[src/rtl/tp_mux.sv]
// ---------------------------------------------------------------------------
// tp_mux -- test-point multiplexer for bring-up and debug.
//
// Selects one of NSRC source groups and drives it onto NCH test-point pads.
// Three drive modes are available: direct, pulse-stretch and toggle-on-rise.
// A freeze bit holds the pad value while the internal state keeps running.
// Pad inputs are brought into the clk domain through a two-flop synchronizer.
//
// Optional build macro:
//   TP_MUX_STRETCH_EN  compiles in the per-channel stretch counters used by
//                      mode 1; without it mode 1 is identical to mode 0.
//
// Ports:
//   clk         fabric clock, all logic is in this domain
//   rst         synchronous active-high reset
//   src         NSRC source groups, group g at [g*NCH +: NCH]
//   cfg_we      configuration write strobe (one cycle per write)
//   cfg_addr    0 group select, 1 mode, 2 direction mask, 3 freeze
//   cfg_data    configuration write data
//   tp_in       pad input values (asynchronous)
//   tp_out      registered pad drive value
//   tp_dir      per-channel direction, 1 = tri-state, 0 = drive
//   tp_in_sync  tp_in after the two-flop synchronizer
//   cfg_grp     current group select, for readback
// ---------------------------------------------------------------------------
module tp_mux #(
    parameter int NCH     = 16,
    parameter int NSRC    = 4,
    parameter int STRETCH = 8
) (
    input  logic                clk,
    input  logic                rst,
    input  logic [NSRC*NCH-1:0] src,
    input  logic                cfg_we,
    input  logic [1:0]          cfg_addr,
    input  logic [NCH-1:0]      cfg_data,
    input  logic [NCH-1:0]      tp_in,
    output logic [NCH-1:0]      tp_out,
    output logic [NCH-1:0]      tp_dir,
    output logic [NCH-1:0]      tp_in_sync,
    output logic [2:0]          cfg_grp
);

    localparam logic [1:0] ADDR_GRP  = 2'd0;
    localparam logic [1:0] ADDR_MODE = 2'd1;
    localparam logic [1:0] ADDR_DIR  = 2'd2;
    localparam logic [1:0] ADDR_FRZ  = 2'd3;

    localparam logic [1:0] MODE_DIRECT  = 2'd0;
    localparam logic [1:0] MODE_STRETCH = 2'd1;
    localparam logic [1:0] MODE_TOGGLE  = 2'd2;

    logic [2:0]     grp;
    logic [1:0]     mode;
    logic           frz;
    logic [NCH-1:0] dir;
    logic [NCH-1:0] prev;
    logic [NCH-1:0] tog;
    logic [NCH-1:0] sync1;

    logic           wr_grp;
    logic           wr_gm;
    logic [NCH-1:0] cur;
    logic [NCH-1:0] cur_new;
    logic [NCH-1:0] rise;
    logic [NCH-1:0] tog_nxt;
    logic [NCH-1:0] str_out;
    logic [NCH-1:0] out_nxt;

    function automatic logic [NCH-1:0] pick(input logic [2:0]          g,
                                            input logic [NSRC*NCH-1:0] s);
        logic [NCH-1:0] v;
        v = '0;
        for (int i = 0; i < NSRC; i++)
            if (g == 3'(i)) v = s[i*NCH +: NCH];
        return v;
    endfunction

    // A group or mode write restarts edge detection: prev is loaded with the
    // vector that will be selected next cycle, and rise is masked so that no
    // stretch or toggle can start on the write cycle itself.
    always_comb begin
        wr_grp  = cfg_we && (cfg_addr == ADDR_GRP);
        wr_gm   = wr_grp || (cfg_we && (cfg_addr == ADDR_MODE));
        cur     = pick(grp, src);
        cur_new = wr_grp ? pick(3'(cfg_data), src) : cur;
        rise    = wr_gm ? '0 : (cur & ~prev);
        tog_nxt = wr_gm ? '0 : (tog ^ rise);
    end

`ifdef TP_MUX_STRETCH_EN
    localparam int CW = (STRETCH > 1) ? $clog2(STRETCH) : 1;
    localparam logic [CW-1:0] CNT_LOAD = CW'(STRETCH - 1);

    logic [NCH-1:0][CW-1:0] cnt;
    logic [NCH-1:0][CW-1:0] cnt_nxt;

    always_comb begin
        cnt_nxt = '0;
        str_out = cur;
        for (int c = 0; c < NCH; c++) begin
            if (wr_gm) begin
                cnt_nxt[c] = '0;
            end else if (rise[c]) begin
                cnt_nxt[c] = CNT_LOAD;
                str_out[c] = 1'b1;
            end else if (cnt[c] != '0) begin
                cnt_nxt[c] = cnt[c] - CW'(1);
                str_out[c] = 1'b1;
            end
        end
    end

    always_ff @(posedge clk) begin
        if (rst) cnt <= '0;
        else     cnt <= cnt_nxt;
    end
`else
    // No counters: stretch degenerates to the direct path. An out-of-range
    // STRETCH below 1 parks the path low instead.
    assign str_out = (STRETCH >= 1) ? cur : '0;
`endif

    always_comb begin
        case (mode)
            MODE_DIRECT:  out_nxt = cur;
            MODE_STRETCH: out_nxt = str_out;
            MODE_TOGGLE:  out_nxt = tog_nxt;
            default:      out_nxt = '0;
        endcase
    end

    always_ff @(posedge clk) begin
        if (rst) begin
            grp        <= '0;
            mode       <= MODE_DIRECT;
            dir        <= '1;
            frz        <= 1'b0;
            prev       <= '0;
            tog        <= '0;
            tp_out     <= '0;
            sync1      <= '0;
            tp_in_sync <= '0;
        end else begin
            prev       <= cur_new;
            tog        <= tog_nxt;
            // Freeze only holds the pad value; edge state keeps tracking.
            if (!frz) tp_out <= out_nxt;
            sync1      <= tp_in;
            tp_in_sync <= sync1;
            if (cfg_we) begin
                case (cfg_addr)
                    ADDR_GRP:  grp  <= 3'(cfg_data);
                    ADDR_MODE: mode <= 2'(cfg_data);
                    ADDR_DIR:  dir  <= cfg_data;
                    ADDR_FRZ:  frz  <= cfg_data[0];
                endcase
            end
        end
    end

    assign tp_dir  = dir;
    assign cfg_grp = grp;

endmodule

[config.mk]
export PLATFORM = sky130hd
export DESIGN_NAME = tp_mux
export DESIGN_NICKNAME = d
export VERILOG_FILES = /design/src/rtl/tp_mux.sv
export SDC_FILE = /design/constraint.sdc
export NUM_CORES = 1
export LEC_CHECK = 0
export CAP_MARGIN = 20
export CORE_AREA = 5 5 114 116
export DETAILED_ROUTE_END_ITERATION = 8
export DIE_AREA = 0 0 119 121
export PLACE_DENSITY = 0.75
export SYNTH_ARGS = -nofsm -noshare
export SYNTH_HDL_FRONTEND = slang
export SYNTH_SLANG_ARGS = --single-unit
[constraint.sdc]
create_clock -name clk -period 1.6 [get_ports clk]
set_input_delay 0.32 -clock clk [delete_from_list [all_inputs] [get_ports clk]]
set_output_delay 0.32 -clock clk [all_outputs]
set_load 0.01 [all_outputs]
Yosys cells after proc, flatten, opt, wreduce, memory -nomap -nowiden
Cells that the tools add are included.

storage, ports and cells
  bits in registers = 102
  input port bits = 101
  output and inout port bits = 51
  logic and storage cells = 47

operators by class
  equal/unequal tests = 11
  multiplexer cells = 12
  bitwise operators = 3
  reduce and logical (&&, ||, !) cells = 12

operator list
  cell                  count
  $mux W16              11
  $pmux W16 S2          1
  $and A16 B16 Y16      1
  $not A16 Y16          1
  $xor A16 B16 Y16      1
  $eq A3 B2 Y1 const B  4
  $reduce_and A2 Y1     4
  $eq A2 B2 Y1 const B  3
  $eq A3 B1 Y1 const B  2
  $logic_not A3 Y1      2
  $eq A2 B1 Y1 const B  2
  $logic_not A2 Y1      2
  $logic_and A1 B1 Y1   2
  $reduce_or A2 Y1      1
  $logic_or A1 B1 Y1    1

Depth between registers and ports, before layout
  depth in word-level cells = 10
  depth in mapped cells = 7
  gate-level depth less buffers = 4

Worst setup path after synthesis
Ideal clock, no wire load.

  kind = input to register
  start point = input cfg_data[1]
  end point = register prev[10]
  setup time = 128 ps
  arrival time = 1538 ps
  required time = 1472 ps
  setup slack = -65 ps
  cell stages on the path = 5
  path buffers = 2
  cells stage by stage = clkbuf_1 -> clkbuf_1 -> mux4_2 -> a22oi_1 -> nor2_1

between the ends
  cells in the longest elaborated chain, start to end = 6
  elaborated cells on any way between the ends = 9
  those cells by class = eq/ne (3); mux (5); reduce/logical (1)

RTL lines
  item                   RTL line  text
  from (decl)            36        input logic [NCH-1:0] cfg_data,
  $logic_not A3 Y1       75        if (g == 3'(i)) v = s[i*NCH +: NCH];
  $mux W16 (3 in a row)  75
  $mux W16 *             75
  $mux W16 *             86        cur_new = wr_grp ? pick(3'(cfg_data), src) : cur;
  to (signal assigned)   145       prev <= cur_new;
  to (decl)              57        logic [NCH-1:0] prev;

Every way passes the cells marked *; elsewhere a longest branch is shown, timed or not.
A chain may end at the register's enable or synchronous reset.

Worst setup path in the final report
  start point = register grp[1], in the netlist cfg_grp[1]
  end point = register tp_out[9]

between the ends
  cells in the longest elaborated chain, start to end = 10
  elaborated cells on any way between the ends = 13
  those cells by class = eq/ne (3); mux (7); bitwise (2); reduce/logical (1)

RTL lines
  item                    RTL line  text
  from (decl)             53        logic [2:0] grp;
  from (signal assigned)  153       ADDR_GRP: grp <= 3'(cfg_data);
  $logic_not A3 Y1        75
  $mux W16 (3 in a row)   75
  $mux W16 *              75
  $and A16 B16 Y16        87        rise = wr_gm ? '0 : (cur & ~prev);
  $mux W16                87
  $xor A16 B16 Y16        88        tog_nxt = wr_gm ? '0 : (tog ^ rise);
  $mux W16                88
  $pmux W16 S2 *          125       case (mode)
  to (signal assigned)    148       if (!frz) tp_out <= out_nxt;
  to (decl)               38        output logic [NCH-1:0] tp_out,

Marked as above.

==> results.sh <==
export IMPL_worstSetupStartpoint="cfg_grp[1]$_SDFFE_PP0N_"
export IMPL_status="finished, final reports clean"
export IMPL_syn_inst=495
export IMPL_seq_area_frac_synth_pct=42.4
export IMPL_synth_top_area_share_pct=42.4
export IMPL_die_area_um2=14400
export IMPL_netlist_area_um2=4810
export IMPL_syn_avg_cell_area_um2=9.72
export IMPL_relSlewSlack_pct=75.4
export IMPL_final_common_cell="clkdlybuf4s50_1"
export IMPL_r2r_end="tp_out[9]$_SDFFE_PP0N_"
export IMPL_start_util_pct=40.8
export IMPL_cts_buffers=9
export IMPL_layout_common_cells="clkdlybuf4s50_1 (127), dfxtp_1 (99), nor2_1 (53)"
export IMPL_clock_latency_ns=0.34
export IMPL_path_class="reg -> reg"
export IMPL_fin_crit_sh_pct=99.6
export IMPL_crit_chain="buf_12, mux2i_1, buf_4, o22ai_1, o21ai_0, o31ai_2"
export IMPL_synth_top_cell_by_area="dfxtp_1"
export IMPL_gp_congestion=0.825
export IMPL_antenna_found_initial=0
export IMPL_ys_types=28
export IMPL_drive_above_1_share_pct=21.8
export IMPL_cts_root_buf="clkbuf_16"
export IMPL_h_tree_depth=3
export IMPL_nets=774
export IMPL_yosys_warnings=0
export IMPL_num_rows=40
export IMPL_critPathMaxFanout=18
export IMPL_viasPerCell=5.52
export IMPL_max_vdd_ir_drop_uv=636
export IMPL_area_growth_pct=54.9
export IMPL_vias=4553
export IMPL_syn_nets=596
export IMPL_core_area_um2=11800
export IMPL_drt_iter0_markers=420
export IMPL_p_per_area_nw_per_um2=870
export IMPL_hpwl_um=10300
export IMPL_ant_nets=0
export IMPL_clock_sinks=102
export IMPL_finalHoldViolations=0
export IMPL_drt_wl_total_um=14900
export IMPL_fp_dieW_um=119
export IMPL_hold_path_class="in -> reg"
export IMPL_rsz0062_at_grt="true"
export IMPL_skew_ns=0.00757
export IMPL_synthTopCellsByArea="dfxtp_1 (42%), mux4_2 (7.5%), mux2i_1 (7.3%)"
export IMPL_period_minus_slack_ns=1.59
export IMPL_drcViolationCount=0
export IMPL_crit_end="tp_out[9]$_SDFFE_PP0N_"
export IMPL_cp_slowest_cell="dfxtp_2"
export IMPL_reg2regPathDepth=6
export IMPL_tritoncts="built"
export IMPL_timing_fmax_mhz=628
export IMPL_firstDrtPassIters=5
export IMPL_ioPinCount=152
export IMPL_io_buffers=151
export IMPL_wl_per_cell_um=18.1
export IMPL_track_usage_pct=20.1
export IMPL_finalSetupViolCount=0
export IMPL_fin_area_um2=7450
export IMPL_required_ns=1.82
export IMPL_clock_path_buffers=2
export IMPL_slew_viol_final=0
export IMPL_cap_viol_max_count=0
export IMPL_p_leak_nw=3.02
export IMPL_tns_ns=0
export IMPL_worst_slew_pin_slew_ns=0.370
export IMPL_first_global_vias=4687
export IMPL_path_clk_slew_ns=0.07
export IMPL_total_power_mw=6.49
export IMPL_ys_ff_latch=102
export IMPL_hold_buffers=0
export IMPL_grt_pass1_wl_um=23500
export IMPL_r2r_start="cfg_grp[1]$_SDFFE_PP0N_"
export IMPL_worst_setup_path_start_kind="flip-flop"
export IMPL_cpPeakStageDelay_ns=0.38
export IMPL_holdWs_ns=0.431
export IMPL_ff2ff_setup_slack_ns=0.007
export IMPL_crit_arrival_ns=1.81
export IMPL_place_area_um2=6810
export IMPL_dieHeight_um=121
export IMPL_n_antenna_cell=0
export IMPL_grt_max_degree=87
export IMPL_grt_overflow=0
export IMPL_endpoint_kind="flip-flop"
-- metal layers --
layer | vias to the layer above | wire length [um] | GRT usage [%]
li1 | 2142 | - | -
met1 | 2172 | 5910 | 23.5
met2 | 210 | 7440 | 34.2
met3 | 29 | 1240 | 6.20
met4 | 0 | 344 | 8.25
met5 | - | 0 | 0
-- cell families (layout without fill, tap and decap cells) --
group           count (synthesis)  in the layout  synth area share (%)
flops                         102            102                  42.4
xor+xnor                       16             16                  2.91
compound gates                 99             99                  15.2
simple gates                  184            184                  19.8
buf+inv                        43            226                  4.86
mux                            51             51                  14.8
-- metrics by stage --
stage / utilization, % / setup slack, ns / std cells
2_1_floorplan: - / 0.0295 / 495
3_3_place_gp: 57.6 / -0.321 / 805
3_5_place_dp: 57.6 / -0.382 / 805
4_1_cts: 60.9 / 0.00399 / 824
5_1_grt: 63.1 / -0.0520 / 825
6_report: 63.1 / 0.00682 / 825
-- state kept, by name (all words and copies together) (netlist names) --
name,cells
tog,16
tp_dir,16
mode,2
prev,16
cfg_grp,3
frz,1
tp_in_sync,16
sync1,16
tp_out,16
-- synth_stat cells --
cell	number
buf_2	7
or2_2	2
nor2_1	54
o31ai_2	10
dfxtp_1	102
o31ai_1	6
nand3b_1	17
o32ai_1	15
nand2_1	39
buf_1	3
mux2i_1	35
nand3_1	1
buf_4	1
o21ai_0	10
a22oi_1	16
xnor2_1	16
o32ai_2	1
or3_1	17
a21oi_1	3
nand2b_4	1
o22ai_1	32
o21ai_1	6
nor2b_1	48
buf_6	8
or3b_1	3
clkbuf_1	24
mux4_2	16
nand2b_1	2
-- worst min-delay path by stage --
stage	from	end	depth (start not counted)
global route	cfg_we	cfg_grp[1]$_SDFFE_PP0N_	5
CTS	sync1[15]$_SDFF_PP0_	tp_in_sync[15]$_SDFF_PP0_	1
global placement	sync1[8]$_SDFF_PP0_	tp_in_sync[8]$_SDFF_PP0_	1
floorplan	sync1[0]$_SDFF_PP0_	tp_in_sync[0]$_SDFF_PP0_	1
detailed placement	sync1[15]$_SDFF_PP0_	tp_in_sync[15]$_SDFF_PP0_	1
finish	cfg_we	cfg_grp[1]$_SDFFE_PP0N_	5
-- report_power, final --
part | leakage, nW | internal, mW | switching [mW]
clock network | 0.144 | 1.14 | 1.03
registers | 0.845 | 2.72 | 0.0965
logic | 2.03 | 0.861 | 0.646
total | 3.02 | 4.72 | 1.77
-- worst max-delay path: cells and delay by family, from the launching register on --
kind                   cells  cell delay (ns)
muxes                      1             0.31
DFF                        1             0.38
buffers and inverters      2             0.37
AOI/OAI and AO/OA          3             0.40
-- final cells by class --
cell class,instances,area (um^2)
clock buffer,10,239
sequential,102,2050
timing repair buffer,210,2170
fill,940,4360
clock inverter,6,61.3
tap,147,184
multi-input combinational,350,2750
-- what timing repair did --
item                       4_1_cts  5_1_grt
buffers inserted                 1        1
pin swaps                        0       10
resized for setup               12       61
gates cloned                     2        0
setup endpoints to repair       15       32
Note: power is estimated with default switching activity, not from simulation.
